--- src/rtl/my_reg_responder.sv ---
// Register-bank responder: executes read/write requests against DEPTH registers
// and returns in-order responses through a small FIFO.
module my_reg_responder #(
   parameter int ADDR_W     = 4,
   parameter int DATA_W     = 32,
   parameter int DEPTH      = 12,
   parameter int RESP_DEPTH = 4
) (
   input  logic              clk,
   input  logic              rst_n,
   input  logic              req_valid,
   output logic              req_ready,
   input  logic              req_write,
   input  logic [ADDR_W-1:0] req_addr,
   input  logic [DATA_W-1:0] req_wdata,
   output logic              resp_valid,
   input  logic              resp_ready,
   output logic [DATA_W-1:0] resp_rdata,
   output logic              resp_err
);

   localparam int PTR_W = $clog2(RESP_DEPTH);
   localparam int CNT_W = PTR_W + 1;
   localparam logic [CNT_W-1:0]  FULL  = CNT_W'(RESP_DEPTH);
   localparam logic [ADDR_W:0]   LIMIT = (ADDR_W + 1)'(DEPTH);

   logic [DATA_W-1:0] mem       [DEPTH];
   logic [DATA_W-1:0] fifo_data [RESP_DEPTH];
   logic              fifo_err  [RESP_DEPTH];
   logic [PTR_W-1:0]  wr_ptr;
   logic [PTR_W-1:0]  rd_ptr;
   logic [CNT_W-1:0]  count;
   logic              push;
   logic              pop;
   logic              in_range;
   logic [DATA_W-1:0] push_data;

   assign req_ready  = (count != FULL);
   assign resp_valid = (count != '0);
   assign push       = req_valid && req_ready;
   assign pop        = resp_valid && resp_ready;
   assign in_range   = ({1'b0, req_addr} < LIMIT);
   assign push_data  = (in_range && !req_write) ? mem[req_addr] : '0;

   // Head fields are gated by resp_valid so the unreset FIFO storage never shows.
   assign resp_rdata = resp_valid ? fifo_data[rd_ptr] : '0;
   assign resp_err   = resp_valid && fifo_err[rd_ptr];

   always_ff @(posedge clk or negedge rst_n) begin
      if (!rst_n) begin
         for (int i = 0; i < DEPTH; i++) begin
            mem[i] <= '0;
         end
      end else if (push && in_range && req_write) begin
         mem[req_addr] <= req_wdata;
      end
   end

   always_ff @(posedge clk) begin
      if (push) begin
         fifo_data[wr_ptr] <= push_data;
         fifo_err[wr_ptr]  <= !in_range;
      end
   end

   // Pointers wrap naturally because RESP_DEPTH is a power of two.
   always_ff @(posedge clk or negedge rst_n) begin
      if (!rst_n) begin
         wr_ptr <= '0;
         rd_ptr <= '0;
         count  <= '0;
      end else begin
         if (push) begin
            wr_ptr <= wr_ptr + 1'b1;
         end
         if (pop) begin
            rd_ptr <= rd_ptr + 1'b1;
         end
         case ({push, pop})
            2'b10:   count <= count + 1'b1;
            2'b01:   count <= count - 1'b1;
            default: count <= count;
         endcase
      end
   end

endmodule

--- config.mk ---
export PLATFORM = sky130hd
export DESIGN_NAME = my_reg_responder
export DESIGN_NICKNAME = d
export VERILOG_FILES = /design/src/rtl/my_reg_responder.sv
export SDC_FILE = /design/constraint.sdc
export NUM_CORES = 1
export LEC_CHECK = 0
export CORE_MARGIN = 2
export CORE_UTILIZATION = 55
export DETAILED_ROUTE_END_ITERATION = 10
export GPL_TIMING_DRIVEN = 0
export PLACE_DENSITY_LB_ADDON = 0.08
export SLEW_MARGIN = 20
export SYNTH_ARGS = -nofsm -noshare
export SYNTH_HDL_FRONTEND = slang
export SYNTH_SLANG_ARGS = --single-unit
--- constraint.sdc ---
create_clock -name clk -period 2.9 [get_ports clk]
set_input_delay 0.58 -clock clk [delete_from_list [all_inputs] [get_ports clk]]
set_output_delay 0.58 -clock clk [all_outputs]
set_load 0.005 [all_outputs]
==> impl_metrics.env, run 1 <==
export IMPL_syn_to_final_growth_pct=15.46
export IMPL_synthTopCellsByArea="dfrtp_1 42%, mux2_2 18%, edfxtp_1 17%"
export IMPL_p_per_area_nw_per_um2=841.8
export IMPL_ir_drop_mv=0.4890
export IMPL_netlist_instances=1408
export IMPL_clkSlewWorstSetupHoldPaths_ns=0.06
export IMPL_rsz0062_at_grt="no"
export IMPL_holdWs_ns=0.4709
export IMPL_yosysTopAreaCell="dfrtp_1"
export IMPL_grt_usage=0.2538
export IMPL_ant_nets=0
export IMPL_yosys_warnings=0
export IMPL_grt_pass1_vias=13540
export IMPL_fp_dieW_um=209.0
export IMPL_hold_depth=3
export IMPL_yosysTopAreaCellShare=0.4234
export IMPL_port_buffers=72
export IMPL_wl_met1_mm=23.17
export IMPL_cap_violations=0
export IMPL_start_kind="register"
export IMPL_rrSetupSlack_ns=0.38
export IMPL_crit_fanout=10
export IMPL_grt_pass1_wl_mm=82.34
export IMPL_required_ns=2.32
export IMPL_startpoint="rd_ptr[0]"
export IMPL_run_status="completed"
export IMPL_firstDrtPassIters=5
export IMPL_die_h_um=209.0
export IMPL_ys_types=39
export IMPL_hpwl_mm=34.77
export IMPL_hold_end="mem[96]"
export IMPL_cp_end_kind="output pin"
export IMPL_vias_per_cell=5.897
export IMPL_hold_class="in -> reg"
export IMPL_hold_viol_final=0
export IMPL_route_vias_total=12572
export IMPL_finalSetupViolCount=0
export IMPL_r2r_start="count[0]"
export IMPL_fin_worst_skew_ns=0.01431
export IMPL_worst_pin_slew_ns=0.8975
export IMPL_drt_iter0_drc=567
export IMPL_met2WireLength_mm=25.73
export IMPL_antenna_found_initial=0
export IMPL_core_um2=41670
export IMPL_worstRegToRegCells=10
export IMPL_final_util=0.6405
export IMPL_arrival_ns=2.25
export IMPL_wl_met3_mm=2.730
export IMPL_crit_chain="buf_6, buf_12, mux4_2, and2_4, dlygate4sd2_1"
export IMPL_r2r_end="count[2]"
export IMPL_cts_tree="yes"
export IMPL_ios=76
export IMPL_cts_made_buffers=53
export IMPL_gp_congestion=0.7668
export IMPL_clkSinkCount=523
export IMPL_period_needed_ns=2.829
export IMPL_wl_per_cell_um=24.97
export IMPL_cpPeakStageDelay_ns=0.57
export IMPL_place_ws_ns=-1.059
export IMPL_p_total_w=0.02246
export IMPL_wirelength_mm=53.24
export IMPL_cts_root_buf="clkbuf_16"
export IMPL_worstHoldStart="req_valid"
export IMPL_syn_area_um2=23110
export IMPL_synth_nets=1455
export IMPL_clockBufferDepth=3
export IMPL_fin_crit_sh=0.9754
export IMPL_max_slew_margin_rel=0.3966
export IMPL_setup_slack_ns=0.07142
export IMPL_power_leakage_nw=11.53
export IMPL_drc=0
export IMPL_synth_ff_latch_count=523
export IMPL_drive_above_1_share=0.4240
export IMPL_clk_latency_ns=0.59
export IMPL_syn_area_per_cell_um2=16.41
export IMPL_h_tree_depth=2
export IMPL_critPathSlowestCell="mux4_2"
export IMPL_grt_overflow_total=0
export IMPL_routed_top_layer="met4"
export IMPL_initial_core_util=0.5547
export IMPL_max_freq_ghz=0.3535
export IMPL_num_rows=75
export IMPL_crit_type="reg -> out"
export IMPL_maxSlewViolCount=0
export IMPL_ys_seq_area_frac=0.5949
export IMPL_dieArea_um2=43670
export IMPL_grt_max_degree=102
export IMPL_nNetsFinal=1597
[metal layers]
metal  global-route usage  vias up
met5                    0        -
met4              0.08030        0
met3              0.05576       89
met2               0.4133      251
met1               0.3441     6672
li1                     -     5560
[cells in the mapped netlist]
master	count
and3b_1	1
nand2b_1	1
buf_1	2
fa_1	1
nand4_1	5
buf_6	12
xor2_1	3
xnor2_1	3
ha_1	5
a211oi_1	1
nand4_4	4
or3_1	1
o41ai_1	1
and2b_1	1
o22ai_1	31
mux2i_1	2
and2_1	36
nand4_2	3
dfrtp_1	391
and3_1	5
edfxtp_1	132
mux2_1	80
buf_2	37
or2_2	2
or3b_1	1
o31ai_1	31
nor3b_2	1
nand3_1	1
nor2_1	2
nor2_2	1
inv_1	5
nor2b_1	33
nand2_1	33
mux2_2	367
buf_4	19
clkbuf_1	55
nor3b_4	1
and3b_2	1
mux4_2	97
[sequential cells by signal (all words and copies together) (netlist names)]
signal / flops
count: 3
fifo_err: 4
wr_ptr: 2
fifo_data: 128
rd_ptr: 2
mem: 384
[layout make-up]
class / instances / area (um2)
fill: 3067 / 14980
sequential: 523 / 13750
multi-input combinational: 755 / 8848
clock buffer: 88 / 1612
timing repair buffer: 89 / 978.4
buffer: 123 / 752.0
tap: 539 / 674.4
clock inverter: 9 / 48.80
inverter: 5 / 18.77
antenna: 1 / 2.502
[cell families (layout without fill, tap and decap cells)]
family / after synthesis / after routing / synth area share
buffers and inverters: 130 / 314 / 0.03010
and+or+nand+nor: 133 / 133 / 0.03682
muxes: 546 / 546 / 0.3132
xor gates and xnor gates: 6 / 6 / 0.002274
adders and majority gates: 6 / 6 / 0.003573
other: 0 / 1 / 0
DFF: 523 / 523 / 0.5949
AOI/OAI and AO/OA: 64 / 64 / 0.01917
[how the worst max path moves through the flow]
stage                     slack (ns)                to
after detailed placement       -1.06  fifo_data[2][10]
final                           0.07    resp_rdata[20]
after global placement        -15.64          mem[295]
after CTS                     -0.005    resp_rdata[23]
after floorplan                 0.64   fifo_data[0][0]
after global routing           0.002     resp_rdata[1]
[layout by cell type, fill, tap and decap left out, types with 5 or more instances in the layout]
cell               n
dfrtp_1          390
mux2_2           367
edfxtp_1         132
mux4_2            97
mux2_1            80
clkbuf_1          65
clkbuf_16         56
clkdlybuf4s50_1   37
buf_2             34
nor2b_1           33
nand2_1           33
dlygate4sd2_1     33
and2_1            32
o22ai_1           31
buf_4             23
buf_6             16
o31ai_1           16
clkbuf_8          10
o31ai_4            9
clkbuf_2           8
clkinv_2           8
buf_12             6
o31ai_2            6
buf_16             6
inv_1              5
nand4_1            5
ha_1               5
[stage by stage]
| step | TNS, ns | area, um2 | instances |
|---|---|---|---|
| 2_1_floorplan | 0 | 23110 | 1408 |
| 5_1_grt | 0 | 26680 | 2131 |
| 3_5_place_dp | -84.17 | 24720 | 2027 |
| 4_1_cts | -0.005015 | 26600 | 2130 |
| 6_report | 0 | 26680 | 2132 |
| 3_3_place_gp | -6181.95 | 24510 | 2019 |
[where the power goes]
group	internal, W	total (W)	switching (W)
Clock	0.00377	0.00656	0.00279
Combinational	0.00328	0.00554	0.00226
Sequential	0.00955	0.0104	0.000810
[critical path: cells and delay by family, from the launching register on]
kind                   cells  cell delay, ns
buffers and inverters      3            0.56
multiplexers               1            0.57
flip-flops                 1            0.34
AND/OR/NAND/NOR            1            0.18
[repair_timing]
item | CTS | global route
endpoints found under the setup margin | 99 | 71
hold endpoints to repair | 40 | 0
gates cloned | 1 | 0
pin swaps | 1 | 0
hold buffers | 1 | 0
buffers inserted | 6 | 1
resized for setup | 82 | 21
Note: power is estimated with default switching activity, not from simulation.
==> run 2: changes to the inputs <==
--- a/config.mk
+++ b/config.mk
@@ -6,4 +6,5 @@
 export NUM_CORES = 1
 export LEC_CHECK = 0
+export ABC_CLOCK_PERIOD_IN_PS = 2900
 export CORE_MARGIN = 2
 export CORE_UTILIZATION = 55
==> constraint.sdc (replaced) <==
create_clock -name clk -period 2.9 [get_ports clk]
set_input_delay 0.725 -clock clk [delete_from_list [all_inputs] [get_ports clk]]
set_output_delay 0.725 -clock clk [all_outputs]
set_load 0.005 [all_outputs]
==> run 2 against run 1 <==
Against the previous run: the flow now finishes with violations (setup timing); via count rose by 0.84%; flip-flop and latch count did not move; sequential power barely moved; die area did not move.
==> impl_metrics.env, run 2 (synthesis results as in run 1) <==
export IMPL_start_kind="register"
export IMPL_fin_crit_sh=1.015
export IMPL_grt_pass1_wl_mm=82.84
export IMPL_ios=76
export IMPL_dieArea_um2=43670
export IMPL_core_um2=41670
export IMPL_setup_slack_ns=-0.04424
export IMPL_crit_type="reg -> out"
export IMPL_clkSinkCount=523
export IMPL_grt_overflow_total=0
export IMPL_grtUsageMet1=0.3478
export IMPL_grt_usage=0.2553
export IMPL_wirelength_mm=53.52
export IMPL_layout_cells_most_common="dfrtp_1"
export IMPL_grt_pass1_vias=13611
export IMPL_cts_root_buf="clkbuf_16"
export IMPL_finalSetupViolCount=4
export IMPL_clk_latency_ns=0.60
export IMPL_port_buffers=72
export IMPL_clockBufferDepth=3
export IMPL_required_ns=2.17
export IMPL_fin_worst_skew_ns=0.01812
export IMPL_power_leakage_nw=11.62
export IMPL_placed_cells=2027
export IMPL_initial_core_util=0.5547
export IMPL_ant_nets=0
export IMPL_largest_reg_flops=384
export IMPL_drt_iter0_drc=498
export IMPL_grt_max_degree=102
export IMPL_drive_above_1_share=0.4594
export IMPL_final_cell_mix="390 x dfrtp_1, 367 x mux2_2, 132 x edfxtp_1"
export IMPL_top_regs="mem: 384 flops, fifo_data: 128 flops, fifo_err: 4 flops"
export IMPL_hold_class="in -> async"
export IMPL_cts_tree="yes"
export IMPL_wl_per_cell_um=25.02
export IMPL_ir_drop_mv=0.4888
export IMPL_arrival_ns=2.22
export IMPL_syn_to_final_growth_pct=16.22
export IMPL_hold_viol_final=0
export IMPL_period_needed_ns=2.944
export IMPL_holdWs_ns=0.02027
export IMPL_rrSetupSlack_ns=0.40
export IMPL_final_fill_count=3021
export IMPL_nNetsFinal=1605
export IMPL_cp_end_kind="output pin"
export IMPL_num_rows=75
export IMPL_violations="setup timing"
export IMPL_cts_made_buffers=53
export IMPL_rsz0062_at_grt="yes"
export IMPL_run_status="finished with violations"
export IMPL_crit_fanout=4
export IMPL_firstDrtPassIters=4
export IMPL_n_antenna_cell=0
export IMPL_hpwl_mm=34.77
export IMPL_max_freq_ghz=0.3396
export IMPL_p_total_w=0.02296
export IMPL_cap_violations=0
export IMPL_top_register="mem"
export IMPL_max_slew_margin_rel=0.3751
export IMPL_route_vias_total=12678
export IMPL_clkSlewWorstSetupHoldPaths_ns=0.06
export IMPL_gp_congestion=0.7668
export IMPL_p_per_area_nw_per_um2=854.9
export IMPL_maxSlewViolCount=0
export IMPL_h_tree_depth=2
export IMPL_place_ws_ns=-1.204
export IMPL_worst_pin_slew_ns=0.9373
export IMPL_vias_per_cell=5.927
export IMPL_grt_use_met2=0.4189
export IMPL_drc=0
export IMPL_fp_dieW_um=209.0
export IMPL_die_h_um=209.0
export IMPL_top_usage_layer="met2"
export IMPL_antenna_found_initial=0
export IMPL_ctsHoldBuffers=0
export IMPL_stdcell_count=2139
export IMPL_gr_usage_met3=0.05275
==> run 2: changes by cell type in the layout (fill, tap and decap cells not counted), moves of 2 or more <==
cell             change
o31ai_4              -2
buf_8                +4
buf_2               +11
and2_1              -16
clkdlybuf4s15_1      +5
dlygate4sd2_1       -32
buf_12               +2
and2_4              +16
buf_6               +16
clkbuf_2             +3
o31ai_2              +9
o31ai_1              -7
==> run 2: repair_timing <==
item | CTS | global route
endpoints found under the setup margin | 133 | 91
pin swaps | 20 | 3
cloned | 2 | 0
resized for setup | 197 | 37
setup buffers | 17 | 0
==> run 2: layout make-up <==
class,count,area (um2),area share
sequential,523,13750,0.5119
multi-input combinational,755,8906,0.3316
clock buffer,88,1612,0.06000
timing repair buffer,97,1086,0.04043
buffer,123,764.5,0.02846
tap,539,674.4,0.02511
clock inverter,9,48.80,0.001817
inverter,5,18.77,0.0006987
==> run 2: where the power goes <==
part	internal, W	switching (W)	leakage (nW)
combinational	0.00366	0.00237	4.53
clock	0.00377	0.00279	0.818
sequential	0.00955	0.000814	6.27
total	0.0170	0.00598	11.6
==> run 2: metrics by stage <==
stage / util / TNS, ns / area (um2)
3_5_place_dp: 0.5934 / -104.40 / 24720
3_3_place_gp: 0.5882 / -6277.56 / 24510
4_1_cts: 0.6435 / -0.9650 / 26810
5_1_grt: 0.6447 / -0.7219 / 26860
6_report: 0.6447 / -0.1060 / 26860
2_1_floorplan: - / 0 / 23110
==> run 2: metal layers <==
metal / vias up / routed length (um)
li1: 5577 / -
met1: 6764 / 23590
met2: 254 / 26160
met3: 83 / 2329
met4: 0 / 1440
met5: - / 0
==> run 2: path summary, 6_finish.rpt <==
check / from / to / cells past startpoint
hold / removal: rst_n / mem[344] / 1
hold reg to reg: mem[296] / mem[296] / 1
max in group asynchronous: rst_n / mem[39] / 3
setup / recovery: rd_ptr[0] / resp_rdata[17] / 7
min in group clk: mem[296] / mem[296] / 1
setup reg to reg: count[0] / count[2] / 10
==> run 2: worst max-delay path: stages, from the launching register on <==
cell     delay (ns)
dfrtp_1        0.38
buf_6          0.13
buf_12         0.14
buf_16         0.13
buf_12         0.12
mux4_2         0.43
and2_4         0.18
buf_6          0.10
